<file path="src/rtl/uart_pkt_tx_if.sv">
// uart_pkt_tx_if: result-word handshake and UART status bundle for uart_pkt_tx
interface uart_pkt_tx_if #(
  parameter int DATA_W = 22
) ();
  logic              stream_en;
  logic              data_rdy;
  logic [DATA_W-1:0] data_led1;
  logic [DATA_W-1:0] data_led2;
  logic              tx;
  logic              busy;
  logic              pkt_done;
  logic [7:0]        drop_cnt;
  modport master (
    output stream_en, data_rdy, data_led1, data_led2,
    input  tx, busy, pkt_done, drop_cnt
  );
  modport slave (
    input  stream_en, data_rdy, data_led1, data_led2,
    output tx, busy, pkt_done, drop_cnt
  );
endinterface

</file>
<file path="src/rtl/uart_pkt_tx.sv">
// uart_pkt_tx: frames two result words into an 8-byte packet and sends it as 8N1 UART
module uart_pkt_tx #(
  parameter int         CLKS_PER_BIT = 434,
  parameter logic [7:0] HEADER       = 8'hAA,
  parameter int         DATA_W       = 22
) (
  input logic          clk,
  input logic          reset_n,
  uart_pkt_tx_if.slave bus
);
  typedef enum logic [1:0] {IDLE, START, DATA, STOP} state_t;
  state_t            state, state_n;
  logic [15:0]       baud_cnt;
  logic [2:0]        bit_idx, byte_idx;
  logic [DATA_W-1:0] raw1, raw2;
  logic [23:0]       in1, in2, cur1, cur2, pend1, pend2;
  logic              pend_v, accept, busy_i, baud_last, pkt_end;
  logic              load_pend, load_new, cap_pend, drop;
  logic [7:0]        csum, cur_byte, drop_cnt;
  logic [63:0]       pkt;
  logic              tx;
  assign raw1 = bus.data_led1;
  assign raw2 = bus.data_led2;
  assign in1  = 24'(raw1);
  assign in2  = 24'(raw2);
  always_comb begin
    accept    = bus.data_rdy && bus.stream_en;
    busy_i    = state != IDLE;
    baud_last = baud_cnt == 16'(CLKS_PER_BIT - 1);
    pkt_end   = state == STOP && baud_last && byte_idx == 3'd7;
    load_pend = pkt_end && pend_v && bus.stream_en;
    load_new  = accept && (state == IDLE || (pkt_end && !pend_v));
    cap_pend  = accept && busy_i && !pkt_end && !pend_v;
    drop      = accept && busy_i && pend_v;
    csum      = cur1[23:16] ^ cur1[15:8] ^ cur1[7:0] ^ cur2[23:16] ^ cur2[15:8] ^ cur2[7:0];
    pkt       = {HEADER, cur1, cur2, csum};
    cur_byte  = pkt[{~byte_idx, 3'b000} +: 8];
    tx        = state == START ? 1'b0 : state == DATA ? cur_byte[bit_idx] : 1'b1;
    state_n   = state == IDLE ? (accept ? START : IDLE) :
                !baud_last    ? state :
                state == START ? DATA :
                state == DATA  ? (bit_idx == 3'd7 ? STOP : DATA) :
                (byte_idx != 3'd7 || load_pend || load_new) ? START : IDLE;
  end
  always_ff @(posedge clk or negedge reset_n)
    if (!reset_n) state <= IDLE;
    else          state <= state_n;
  always_ff @(posedge clk or negedge reset_n) begin
    if (!reset_n) begin
      baud_cnt <= '0;
      bit_idx  <= '0;
      byte_idx <= '0;
      cur1     <= '0;
      cur2     <= '0;
      pend1    <= '0;
      pend2    <= '0;
      pend_v   <= 1'b0;
      drop_cnt <= '0;
    end else begin
      baud_cnt <= (!busy_i || baud_last) ? '0 : baud_cnt + 16'd1;
      bit_idx  <= !busy_i ? '0 : (state == DATA && baud_last) ? bit_idx + 3'd1 : bit_idx;
      byte_idx <= !busy_i ? '0 : (state == STOP && baud_last) ? byte_idx + 3'd1 : byte_idx;
      if (load_pend) {cur1, cur2} <= {pend1, pend2};
      else if (load_new) {cur1, cur2} <= {in1, in2};
      if (cap_pend) {pend1, pend2} <= {in1, in2};
      pend_v <= (load_pend || !bus.stream_en) ? 1'b0 : cap_pend ? 1'b1 : pend_v;
      if (drop && drop_cnt != 8'hFF) drop_cnt <= drop_cnt + 8'd1;
    end
  end
  assign bus.tx       = tx;
  assign bus.busy     = busy_i;
  assign bus.pkt_done = pkt_end;
  assign bus.drop_cnt = drop_cnt;
endmodule

</file>
<file path="src/flat_wrapper.sv">
// flat-port wrapper written by rule: the top's interface ports become plain ports
module uart_pkt_tx_flat 
#(
  parameter int         CLKS_PER_BIT = 434,
  parameter logic [7:0] HEADER       = 8'hAA,
  parameter int         DATA_W       = 22
)
  (clk, reset_n, bus_stream_en, bus_data_rdy, bus_data_led1, bus_data_led2, bus_tx, bus_busy, bus_pkt_done, bus_drop_cnt);
  uart_pkt_tx_if #(.DATA_W(DATA_W)) bus_i ();
  input logic clk;
  input logic reset_n;
  input wire logic [$bits(bus_i.stream_en)-1:0] bus_stream_en;
  input wire logic [$bits(bus_i.data_rdy)-1:0] bus_data_rdy;
  input wire logic [$bits(bus_i.data_led1)-1:0] bus_data_led1;
  input wire logic [$bits(bus_i.data_led2)-1:0] bus_data_led2;
  output wire logic [$bits(bus_i.tx)-1:0] bus_tx;
  output wire logic [$bits(bus_i.busy)-1:0] bus_busy;
  output wire logic [$bits(bus_i.pkt_done)-1:0] bus_pkt_done;
  output wire logic [$bits(bus_i.drop_cnt)-1:0] bus_drop_cnt;
  assign bus_i.stream_en = bus_stream_en;
  assign bus_i.data_rdy = bus_data_rdy;
  assign bus_i.data_led1 = bus_data_led1;
  assign bus_i.data_led2 = bus_data_led2;
  assign bus_tx = bus_i.tx;
  assign bus_busy = bus_i.busy;
  assign bus_pkt_done = bus_i.pkt_done;
  assign bus_drop_cnt = bus_i.drop_cnt;
  uart_pkt_tx #(.CLKS_PER_BIT(CLKS_PER_BIT), .HEADER(HEADER), .DATA_W(DATA_W)) u_core (.clk(clk), .reset_n(reset_n), .bus(bus_i));
endmodule
</file>
<file path="config.mk">
export PLATFORM = sky130hd
export DESIGN_NAME = uart_pkt_tx_flat
export DESIGN_NICKNAME = d
export VERILOG_FILES = /design/src/rtl/uart_pkt_tx_if.sv /design/src/rtl/uart_pkt_tx.sv /design/src/flat_wrapper.sv
export SDC_FILE = /design/constraint.sdc
export NUM_CORES = 1
export LEC_CHECK = 0
export CORE_MARGIN = 4
export CORE_UTILIZATION = 58
export CTS_CLUSTER_DIAMETER = 50
export DETAILED_ROUTE_END_ITERATION = 16
export PLACE_DENSITY = 0.8
export SYNTH_ARGS = -nofsm -noshare
export SYNTH_HDL_FRONTEND = slang
export SYNTH_SLANG_ARGS = --single-unit
</file>
<file path="constraint.sdc">
create_clock -name clk -period 3.6 [get_ports clk]
set_clock_uncertainty 0.1 [all_clocks]
set_input_delay 0.72 -clock clk [delete_from_list [all_inputs] [get_ports clk]]
set_output_delay 0.72 -clock clk [all_outputs]
set_load 0.02 [all_outputs]
</file>
==> flow_metrics.tcl <==
set metrics [dict create \
    status "complete, no violations" \
    path_class "flip-flop to output pin" \
    num_io_pins 59 \
    cpMaxStageDelayCell "xnor3_1" \
    worst_path_top_cell_family_by_delay "compound AO/OA/AOI/OAI gates" \
    core_area_mm2 0.0108 \
    chain_of_cells_forming_the_critical_path "xnor3_1, xnor2_1, and3_1, o21ai_0, a21oi_1, o2111a_1, a21oi_1, clkbuf_2" \
    num_antenna_cells 0 \
    setup.worst_path.start_class "flip-flop" \
    crit-reg2reg-capture "u_core.pend2[19]$_DFFE_PN0P_" \
    netlist-cell-type-count 50 \
    worstSkewPairLatency_ps 520 \
    cellLeakagePower_nw 3.72 \
    initial_core_util_pct 59.5 \
    die_width_um 113 \
    clock_sink_count 121 \
    synthCells 559 \
    port-buffer-count 58 \
    count_of_flip_flops_with_a_built_in_enable_after_synthesis 0 \
    drt-total-wl_um 14000 \
    floorplan.die.height_um 113 \
    drive_gt1_share_pct 16.9 \
    timing.critical_path.fanout_max 3 \
    groute.usage.overall_pct 23.7 \
    register_clock_pin_slew_on_the_reported_worst_setup_and_hold_paths_ps 60 \
    wl_per_cell_um 18.1 \
    seq_area_mm2 0.00303 \
    fp.dieArea_mm2 0.0129 \
    path_buf_inv 1 \
    tns_ps 0 \
    grt_overflow 0 \
    worst-endpoint-required_ps 2780 \
    synthesis.area_per_instance_um2 11.5 \
    first_pass_iters 4 \
    final_hold_viol_count 0 \
    setup_viol_count_final 0 \
    synth_area_mm2 0.00645 \
    crit_path_end_kind "output pin" \
    regToRegSetupSlack_ps 740 \
    max_clock_freq_ghz 0.296 \
    power.ir.vdd_worst_mv 0.412 \
    tritoncts "built" \
    fin_total_pwr_w 0.00371 \
    worst-endpoint-arrival_ps 2550 \
    crit_path_max_incr_delay_ps 410 \
    worst-path-stages 8 \
    placer_congestion_estimate 0.932 \
    net_count_of_the_mapped_netlist 618 \
    timing_worst_slew_pin_value_ps 840 \
    cellPowerDensity_mw_per_mm2 483 \
    ys_ff_latch 121 \
    antenna_violations_before_repair 0 \
    grt_pass1_vias 4878 \
    postSynth.topFlopCell "dfrtp_1" \
    multi_input_gate_area_in_the_final_layout_mm2 0.00314 \
    cts_setup_buffers 0 \
    layout.nets 680 \
    clock_tree.root_cell "clkbuf_8" \
    final_max_slew_viol_count 0 \
    worst_r2r_path_depth 8 \
    yosysWarnings 0 \
    grt_first_pass_wirelength_um 24200 \
    drt_iter0_markers 237 \
    remaining_antenna_violation_count 0 \
    reg_to_reg_critical_path_startpoint "u_core.baud_cnt[1]$_DFF_PN0_" \
    fin_ws_ps 225 \
    share_of_synthesized_flip_flops_with_an_asynchronous_set_or_reset_pct 100 \
    clockBufferDepth 2 \
    critical-path-top-cell-by-count "a21oi_1" \
    setup_repair_after_global_routing_missed_its_margin "no" \
    period_share_pct 93.7 \
    drt-vias-per-instance 5.76 \
    timing.hold.worst.class "input pin to asynchronous set/reset pin" \
    place_worst_setup_slack_ps 365 \
    vias 4455 \
    seq_total_area_yosys_pct 46.9 \
    largest_net_degree_at_the_start_of_global_routing 89 \
    cts.htree.levels 4 \
    tritoncts.num_buffers 17 \
    maxSlewHeadroom_pct 44.0 \
    n_fill_cell 769 \
    drv.max_cap_violation_count 0 \
    detailedPlacementHpwl_um 9660 \
    detail_route.drc_violations 0 \
    layout-area-overhead-vs-synth_pct 19.1 \
    period_minus_slack_ps 3370 \
    placementRows 38 \
]
-- cell type report --
class	count	share of cell area, %
clock inverter	12	2.25
clock buffer	20	5.80
tap	140	2.28
multi-input combinational	400	40.8
timing repair buffer	72	8.97
sequential	121	39.4
inverter	9	0.440
-- synth_stat cells, drive strengths merged (3+ instances only) --
library cell  number  share of area (%)
dfrtp            121                 47
nand2             72                4.3
mux2i             56                8.7
o21ai             52                4.0
mux2              47                 11
nor2              23                1.3
xnor2             22                3.0
a21oi             21                1.6
nand3             19                1.5
buf               17                3.3
xor2              17                2.3
clkbuf            12               0.76
ha                11                2.1
inv                9               0.52
and3               6               0.58
xnor3              6                2.1
nand4              4               0.39
nor2b              4               0.39
a2111oi            3               0.41
o221ai             3               0.41
or2                3               0.29
or3                3               0.29
or4                3               0.52
-- worst max path at each step --
stage	startpoint	end	slack, ps
4_1_cts	u_core.byte_idx[1]$_DFFE_PN0P_	bus_tx	40
3_3_place_gp	u_core.cur1[18]$_DFFE_PN0P_	bus_tx	320
2_1_floorplan	u_core.byte_idx[0]$_DFFE_PN0P_	bus_tx	780
5_1_grt	u_core.byte_idx[0]$_DFFE_PN0P_	bus_tx	70
6_report	u_core.cur1[18]$_DFFE_PN0P_	bus_tx	230
3_5_place_dp	u_core.cur1[18]$_DFFE_PN0P_	bus_tx	360
-- per-stage QoR --
stage	area, um^2	util [%]	hold WS [ps]	instances
floorplan	6450	-	324	559
global placement	7070	65.2	386	742
detailed placement	7070	65.2	386	742
CTS	7680	70.9	232	774
global route	7680	70.9	266	774
finish	7680	70.9	194	774
-- kinds of logic (layout without fill, tap and decap cells) --
kind of cell               count (synthesis)  after routing  share of synthesized area [%]
muxes                                    103            103                           19.2
DFF                                      121            121                           46.9
AOI/OAI and AO/OA                         93             93                           8.53
and+or+nand+nor                          147            147                           10.9
adders and majority gates                 11             11                           2.13
xor gates and xnor gates                  46             46                           7.76
buffers and inverters                     38            113                           4.56
-- report_power, final --
part | switching [W] | leakage [nW] | internal [W]
Combinational | 0.000143 | 1.85 | 0.000241
Clock | 0.000615 | 0.301 | 0.00116
Sequential | 0.0000798 | 1.56 | 0.00148
-- what timing repair did --
action / 4_1_cts / 5_1_grt
hold buffers: 0 / 0
gates resized for setup: 2 / 5
setup endpoints to repair: 2 / 1
-- layout by cell type, fill, tap and decap left out, types with 3 or more instances in the layout --
master / instances
dfrtp_1: 120
nand2_1: 71
mux2i_1: 56
clkdlybuf4s50_1: 55
o21ai_1: 40
mux2_4: 40
nor2_1: 23
xnor2_1: 22
a21oi_1: 21
nand3_1: 18
xor2_1: 17
clkbuf_16: 16
buf_4: 14
o21ai_0: 12
ha_1: 11
inv_1: 9
mux2_2: 7
and3_1: 6
xnor3_1: 6
nand4_1: 4
nor2b_1: 4
clkinv_2: 4
bufinv_16: 4
or4_4: 3
or2_2: 3
or3_1: 3
o221ai_1: 3
clkbuf_8: 3
-- registers in the layout, summed over array words and instances (netlist names) --
name and count:
u_core.cur2 22, u_core.pend2 22, u_core.pend1 22, u_core.state 2, u_core.bus.drop_cnt 8, u_core.bit_idx 3, u_core.byte_idx 3, u_core.pend_v 1
u_core.cur1 22, u_core.baud_cnt 16
-- metal layers --
layer | vias up | GRT usage (%) | part of all wire (%)
met2 | 96 | 39.1 | 50
met4 | 0 | 7.05 | 1.9
li1 | 2089 | - | -
met3 | 24 | 6.63 | 4.3
met5 | - | 0 | 0
met1 | 2246 | 30.8 | 44
(Power assumes the default switching activity.)
